### config.mk
export PLATFORM = sky130hd
export DESIGN_NAME = msrh_rob_flush_ctrl
export DESIGN_NICKNAME = d
export VERILOG_FILES = /design/src/rtl/msrh_pkg.sv /design/src/rtl/msrh_rob_occ_cnt.sv /design/src/rtl/msrh_rob_flush_ctrl.sv
export SDC_FILE = /design/constraint.sdc
export NUM_CORES = 1
export LEC_CHECK = 0
export BUFFER_PORTS_ARGS = -buffer_cell sky130_fd_sc_hd__buf_4
export CAP_MARGIN = 20
export CORE_MARGIN = 2
export CORE_UTILIZATION = 46
export CTS_CLUSTER_SIZE = 8
export DETAILED_ROUTE_END_ITERATION = 10
export PLACE_DENSITY = 0.81
export SYNTH_ARGS = -nofsm -noshare
export SYNTH_HDL_FRONTEND = slang
export SYNTH_SLANG_ARGS = --single-unit
export TNS_END_PERCENT = 100
### constraint.sdc
create_clock -name i_clk -period 3.35 [get_ports i_clk]
set_input_delay 0.5025 -clock i_clk [delete_from_list [all_inputs] [get_ports i_clk]]
set_output_delay 0.5025 -clock i_clk [all_outputs]
set_load 0.01 [all_outputs]
### src/rtl/msrh_pkg.sv
// Shared types for the ROB flush controller: the recovery FSM encoding and the
// exception-cause width.
package msrh_pkg;

    localparam int EXCEPT_W_DEF = 5;

    typedef logic [EXCEPT_W_DEF-1:0] except_t;

    typedef enum logic [1:0] {
        IDLE     = 2'd0,
        FLUSH    = 2'd1,
        DRAIN    = 2'd2,
        REDIRECT = 2'd3
    } flush_ctrl_state_t;

endpackage

### src/rtl/msrh_rob_occ_cnt.sv
// ROB block occupancy counter: one allocation and one retirement per cycle,
// holding at zero if a retirement arrives with nothing allocated.
module msrh_rob_occ_cnt #(
    parameter int SIZE = 16
) (
    input  logic                   i_clk,
    input  logic                   i_reset_n,
    input  logic                   i_inc,
    input  logic                   i_dec,
    output logic [$clog2(SIZE):0]  o_cnt,
    output logic                   o_full,
    output logic                   o_empty
);

    localparam int W = $clog2(SIZE) + 1;

    logic [W-1:0] cnt_q, cnt_d;

    always_comb begin
        cnt_d = cnt_q;
        if (i_inc && !i_dec) begin
            cnt_d = cnt_q + W'(1);
        end else if (i_dec && !i_inc && (cnt_q != '0)) begin
            cnt_d = cnt_q - W'(1);
        end
    end

    always_ff @(posedge i_clk) begin
        if (!i_reset_n) begin
            cnt_q <= '0;
        end else begin
            cnt_q <= cnt_d;
        end
    end

`ifndef SYNTHESIS
    always_ff @(posedge i_clk) begin
        if (i_reset_n) begin
            assert (!(i_dec && !i_inc && (cnt_q == '0)))
                else $error("occ_cnt: retirement with ROB empty");
        end
    end
`endif

    assign o_cnt   = cnt_q;
    assign o_full  = (cnt_q == W'(SIZE));
    assign o_empty = (cnt_q == '0);

endmodule

### src/rtl/msrh_rob_flush_ctrl.sv
// ROB allocation stall and flush recovery sequencer: FLUSH broadcast, drain of
// dead blocks until the ROB is empty, then a held frontend redirect.
module msrh_rob_flush_ctrl
    import msrh_pkg::*;
#(
    parameter int CMT_BLK_SIZE = 16,
    parameter int VADDR_W      = 39,
    parameter int EXCEPT_W     = EXCEPT_W_DEF
) (
    input  logic                          i_clk,
    input  logic                          i_reset_n,
    input  logic                          i_disp_valid,
    output logic                          o_disp_stall,
    input  logic                          i_cmt_commit,
    input  logic                          i_cmt_flush_valid,
    input  logic                          i_cmt_all_dead,
    input  logic                          i_cmt_except_valid,
    input  logic [EXCEPT_W-1:0]           i_cmt_except_type,
    input  logic [VADDR_W-1:0]            i_cmt_upd_pc_vaddr,
    input  logic [VADDR_W-1:0]            i_trap_vec,
    output logic                          o_flush_valid,
    output logic                          o_trap_valid,
    output logic [EXCEPT_W-1:0]           o_trap_cause,
    output logic                          o_redirect_valid,
    output logic [VADDR_W-1:0]            o_redirect_vaddr,
    input  logic                          i_redirect_ready,
    output logic [$clog2(CMT_BLK_SIZE):0] o_occupancy
);

    flush_ctrl_state_t    state_q, state_d;
    logic [VADDR_W-1:0]   target_q, target_d;
    logic [EXCEPT_W-1:0]  cause_q, cause_d;
    logic                 except_q, except_d;

    logic occ_full, occ_empty;
    logic alloc, trig;

    // Stall depends only on registered state so dispatch never sees a
    // combinational path from the commit port.
    assign o_disp_stall = (state_q != IDLE) | occ_full;
    assign alloc        = i_disp_valid & ~o_disp_stall;
    assign trig         = i_cmt_commit & i_cmt_flush_valid & ~i_cmt_all_dead;

    msrh_rob_occ_cnt #(
        .SIZE (CMT_BLK_SIZE)
    ) u_occ (
        .i_clk     (i_clk),
        .i_reset_n (i_reset_n),
        .i_inc     (alloc),
        .i_dec     (i_cmt_commit),
        .o_cnt     (o_occupancy),
        .o_full    (occ_full),
        .o_empty   (occ_empty)
    );

    always_comb begin
        state_d  = state_q;
        target_d = target_q;
        cause_d  = cause_q;
        except_d = except_q;
        case (state_q)
            IDLE: begin
                if (trig) begin
                    state_d  = FLUSH;
                    target_d = i_cmt_except_valid ? i_trap_vec : i_cmt_upd_pc_vaddr;
                    cause_d  = i_cmt_except_type;
                    except_d = i_cmt_except_valid;
                end
            end
            FLUSH:    state_d = DRAIN;
            DRAIN:    if (occ_empty) state_d = REDIRECT;
            REDIRECT: if (i_redirect_ready) state_d = IDLE;
            default:  state_d = IDLE;
        endcase
    end

    always_ff @(posedge i_clk) begin
        if (!i_reset_n) begin
            state_q  <= IDLE;
            target_q <= '0;
            cause_q  <= '0;
            except_q <= 1'b0;
        end else begin
            state_q  <= state_d;
            target_q <= target_d;
            cause_q  <= cause_d;
            except_q <= except_d;
        end
    end

`ifndef SYNTHESIS
    always_ff @(posedge i_clk) begin
        if (i_reset_n && (state_q == DRAIN)) begin
            assert (!trig)
                else $error("flush_ctrl: live flushing commit while draining");
        end
    end
`endif

    // Payloads are zeroed outside their valid cycle so idle outputs read 0.
    assign o_flush_valid    = (state_q == FLUSH);
    assign o_trap_valid     = o_flush_valid & except_q;
    assign o_trap_cause     = o_trap_valid ? cause_q : '0;
    assign o_redirect_valid = (state_q == REDIRECT);
    assign o_redirect_vaddr = o_redirect_valid ? target_q : '0;

endmodule

Word level (Yosys, flattened, before mapping)
Index checks and enable logic that the tools add are counted.

operators by class
  bitwise operators = 7
  add/subtract/negate cells = 2
  reduce and logical (&&, ||, !) cells = 12
  equal/unequal tests = 7
  multiplexer cells = 9

operators by type and width
  operator                                                             count
  39-bit two-way mux                                                   2
  5-bit two-way mux                                                    3
  2-bit case mux with 4 select lines                                   1
  2-bit two-way mux                                                    3
  5-bit by 1-bit adder with 5-bit output (second input constant)       1
  5-bit == test (second input constant)                                1
  5-bit logical NOT                                                    1
  5-bit nonzero test                                                   1
  5-bit by 1-bit subtractor with 5-bit output (second input constant)  1
  1-bit bitwise AND                                                    4
  2-bit == test (second input constant)                                2
  2-bit != test (second input constant)                                2
  2-bit nonzero test                                                   2
  1-bit logical AND                                                    3
  3-bit AND reduction                                                  1
  2-bit by 1-bit == test with 1-bit output (second input constant)     1
  1-bit logical NOT                                                    2
  2-bit logical NOT                                                    1
  2-bit by 1-bit != test with 1-bit output (second input constant)     1
  1-bit inverter                                                       2
  2-bit AND reduction                                                  1
  1-bit OR                                                             1

word-level totals
  bits in registers = 52
  output and inout bits = 53

Depth between registers and ports, before layout
  depth after elaboration = 9
  depth in mapped cells = 11
  mapped depth without buffers = 11

Modules after synthesis
Synthesis repeated with hierarchy kept, for this count alone.

second synthesis, totals
  cell total of the unflattened synthesis = 307
  area total of the unflattened synthesis = 2975.4 µm²

modules (own cells, without submodules)
  module               times used  cells an instance  area each (µm²)
  msrh_rob_flush_ctrl  1           265                2590.0
  msrh_rob_occ_cnt     1           42                 385.4

Least setup slack after synthesis
OpenSTA, ideal clock, no wires.

  path kind = register to register
  from = register state_q[0]
  to = register u_occ.cnt_q[4], in the netlist u_occ.o_cnt[4]
  clock period less this slack = 2.468 ns
  stages on the path, launching flop included = 12
  library setup time = 0.070 ns
  required time = 3.280 ns
  setup slack = 0.882 ns
  arrival = 2.398 ns
  cells stage by stage = dfxtp_1 > inv_1 > ha_1 > nand2_1 > a211oi_2 > inv_1 > ha_1 > nand2b_1 > a21oi_1 > xor2_1 > or3_2 > a21boi_1

between the ends
  longest elaborated chain between the ends = 8
  elaborated cells between the ends (all ways) = 10

RTL lines
  item                                 line                       RTL
  from (decl)                          msrh_rob_flush_ctrl.sv:30  flush_ctrl_state_t state_q, state_d;
  from (signal assigned)               msrh_rob_flush_ctrl.sv:84  state_q <= state_d;
  2-bit nonzero test (*)               msrh_rob_flush_ctrl.sv:40  assign o_disp_stall = (state_q != IDLE) | occ_full;
  1-bit OR (*)                         msrh_rob_flush_ctrl.sv:40
  1-bit inverter (*)                   msrh_rob_flush_ctrl.sv:41  assign alloc = i_disp_valid & ~o_disp_stall;
  1-bit bitwise AND (*)                msrh_rob_flush_ctrl.sv:41
  1-bit logical NOT                    msrh_rob_occ_cnt.sv:23     end else if (i_dec && !i_inc && (cnt_q != '0)) begin
  1-bit logical AND (2 in series)      msrh_rob_occ_cnt.sv:23
  2-bit nonzero test (no source line)  -
  to (signal assigned)                 msrh_rob_occ_cnt.sv:32     cnt_q <= cnt_d;
  to (decl)                            msrh_rob_occ_cnt.sv:17     logic [W-1:0] cnt_q, cnt_d;

Mark *: on every way between the ends. The rest lies on a longest branch, timed or not.
A chain may end at the register's enable or synchronous reset.

Worst setup path after layout
Same ends and word-level chain as after synthesis.

==> results.txt <==
The total routed wirelength was 6850 µm. STA classifies the critical path startpoint as a flip-flop. Highest fanout seen on the critical path: 4. The endpoint of the most critical register-to-register path is u_occ.o_cnt[4].

144 I/O pins were placed. The number of antenna diodes in the final layout is 0. First-pass GRT wire length: 10400 µm. For the number of hold-slack violations in the final timing report, the log shows 0.

The clock tree synthesis step divided the H-tree into 2 levels. Detailed placement finished with a half-perimeter wire length of 5210 µm. The placer congestion estimate is 0.747, and the mean cell area of the mapped netlist is 9.43 µm².

Before CTS, the worst setup slack after placement is 576 ps. The run gives 0 as the post-CTS setup repair buffer count. The endpoint arrival time on the critical path is 3050 ps. The number of antenna violations at the first check in global routing was 0; the floorplan row count was 28. STA classifies the critical path endpoint as a flip-flop. The time the final worst path needs with I/O delays and setup came out at 2820 ps. The total standard cell area after synthesis came out at 0.00285 mm². Counting every net in the synthesized netlist gives 402. On the worst path, the slowest cell contributes a delay of 460 ps. The final layout contains 532 nets. The tools report the gate count after technology mapping as 302.

The reg-to-reg startpoint was state_q[0]. The critical path data required time was 3580 ps; the via count normalized by instance count was 5.08. Relative to the synthesized area, the layout overhead comes to 42.6%.

Across the run, the number of max-cap violations was 0. The share of flip-flops with an asynchronous set or reset after synthesis is 0%. The die covers 0.00684 mm². Sequential cell area fraction in the yosys report: 36.5%.

The tools report the setup clock skew after layout as 5.98 ps. The number of pins exceeding their max-slew limit in the final report is 0, and the number of gates resized after cts is 0. The maximum VDD drop was 0.000259 V; the clock-pin slew reported for the worst setup and hold paths after clock tree synthesis was 90 ps.

Buffers inserted to repair hold after CTS numbered 0. The worst hold path passes through 3 cells. TritonCTS built the clock tree. The critical path ends at u_occ.o_cnt[4].

The share of the clock period used by the worst path was 84.2%. The logs give 355 MHz for the maximum clock frequency and 4 for the number of detailed-routing iterations run before antenna repair. For the routed via count, the log shows 2581. Yosys mapped a number of flops with a built-in enable equal to 0. The class of the tightest hold or removal check is input port to flip-flop. In this run the register-to-register setup slack is 530 ps. In this run the tool buffered the top-level ports with 143 buffer cells. The effective utilization at floorplan is 47.8%. Setup repair after global routing left no endpoint under its margin. Among all stages on the critical path, the largest delay is contributed by sky130_fd_sc_hd__a211oi_2. The total area inside the core boundary comes to 0.00596 mm².

Most used flip-flop cell after synthesis: sky130_fd_sc_hd__dfxtp_1. The critical path goes through inv_1 > ha_1 > nand2_1 > a211oi_2 > inv_1 > ha_1 > nand2b_1 > a21oi_1 > xor2_1 > or3_2 > a21boi_1. Clock tree synthesis inserted a total of 5 buffers. In this run the static leakage power is 2.38 nW.

The count of cells along the worst register-to-register path came out at 11. Entering global routing, the biggest net connects 49 pins. Start point of the critical path: state_q[0]. After synthesis the netlist holds a flip-flop and latch count of 52. The logs give 52 for the number of clock sinks and 2 for the buffer levels on the longest clock path. The flow ran to the end, and the final reports show no timing, DRC or antenna violations. The most common cell after layout, fill and taps aside is sky130_fd_sc_hd__buf_4. For this run the aggregate overflow at the end of global routing stands at 0. The setup slack after layout is 530 ps, and the worst-skew pair later-pin latency is 290 ps.

Category of the most critical setup path: flip-flop to flip-flop. For the final routed database, the setup TNS stands at 0 ps. The tools report the DRC marker count from the first detailed-route iteration as 64.

Setup violations remaining at the end of the flow were counted as 0. In the routed design, unresolved DRC markers number 0. The overall die height came out at 82.7 µm. Of the cells placed in the final design, the portion with a size suffix greater than 1 is 37.2%. Dividing the detail-routed wire length by the instance count gives 13.5 µm. In this run, distinct cell masters in the synthesized netlist total 32. The tools report the via count of the first global-routing pass as 2388.

The startpoint identified for the worst hold timing path is i_cmt_except_type[3]. Global routing consumed, over all layers together, 19.5% of the routing resources. The top cell types in the final layout, fill and taps aside, are 146 x sky130_fd_sc_hd__buf_4, 52 x sky130_fd_sc_hd__dfxtp_1, 48 x sky130_fd_sc_hd__mux2i_1. Yosys printed 0 warnings. In this run the tightest slew margin relative to its limit is 58.3%. The slew of the pin with the lowest slew margin came out at 626 ps.

The remaining number of nets flagged by the antenna check after routing came out at 0. Power spread over the standard cell area amounts to 460 mW/mm². Measured along the x axis, the die boundary spans 82.7 µm. CTS root buffer: sky130_fd_sc_hd__clkbuf_8.
-- registers in the layout (all words and copies together), names as in the netlist --
register	cells
cause_q	5
except_q	1
state_q	2
target_q	39
u_occ.o_cnt	5
-- metrics by stage --
stage	total power (W)	instances	instance area (µm²)	util (%)	hold slack, ps
floorplan	0.00123	302	2850	-	452
global placement	0.00144	500	3960	66.4	470
detailed placement	0.00147	500	3960	66.4	478
CTS	0.00189	508	4060	68.2	440
global route	0.00200	508	4060	68.2	444
finish	0.00187	508	4060	68.2	448
-- area by class of cell --
cell class | instances | area [µm²]
inverters | 6 | 22.5
well taps | 75 | 93.8
repair buffers | 146 | 1100
flip-flops and latches | 52 | 1040
fillers | 500 | 1890
clock inverters | 2 | 35.0
clock buffers | 6 | 72.6
multi-input cells | 221 | 1700
-- cell families (layout without fill, tap and decap cells) --
kind of cell               Yosys count  after routing  synth area share [%]
and+or+nand+nor                    110            110                  20.2
DFF                                 52             52                  36.5
AOI/OAI and AO/OA                   50             50                  17.0
muxes                               48             48                  16.9
buffers and inverters               29            160                  3.91
adders and majority gates            9              9                  4.22
xor gates and xnor gates             4              4                  1.23
-- how the worst min path moves through the flow --
stage	endpoint	slack, ps
floorplan	cause_q[0]	450
global placement	target_q[33]	470
detailed placement	target_q[27]	480
CTS	cause_q[3]	440
global route	cause_q[0]	440
finish	cause_q[3]	450
-- routing by layer --
layer	track usage, %	share of wire (%)
met5	0	0
met4	5.41	1.3
met3	4.35	5.9
met2	37.0	53
met1	21.5	40
-- cell usage after synthesis (3+ instances only) --
master	count	area (µm²)
sky130_fd_sc_hd__nor2_1	7	26.3
sky130_fd_sc_hd__and3_1	5	31.3
sky130_fd_sc_hd__inv_1	6	22.5
sky130_fd_sc_hd__nand2_1	43	161
sky130_fd_sc_hd__mux2i_1	48	480
sky130_fd_sc_hd__ha_1	8	100
sky130_fd_sc_hd__and2_1	42	263
sky130_fd_sc_hd__clkbuf_1	16	60.1
sky130_fd_sc_hd__o211a_1	38	380
sky130_fd_sc_hd__nor2b_1	4	25.0
sky130_fd_sc_hd__o21ai_0	3	15.0
sky130_fd_sc_hd__dfxtp_1	52	1040
sky130_fd_sc_hd__buf_1	5	18.8
-- worst max-delay path, delay by kind of cell (launching register included) --
family / cells / cell delay [ps]
compound gates: 3 / 800
xor+xnor: 1 / 100
fa+ha+maj: 2 / 600
buf+inv: 2 / 300
flops: 1 / 340
simple gates: 3 / 640
-- where the power goes --
group / switching, W / leakage (nW) / total, W / internal (W)
Clock: 0.000192 / 0.0552 / 0.000414 / 0.000222
Combinational: 0.000334 / 1.90 / 0.000689 / 0.000355
Sequential: 0.0000621 / 0.424 / 0.000767 / 0.000705
Total: 0.000588 / 2.38 / 0.00187 / 0.00128
(Power assumes the default switching activity.)
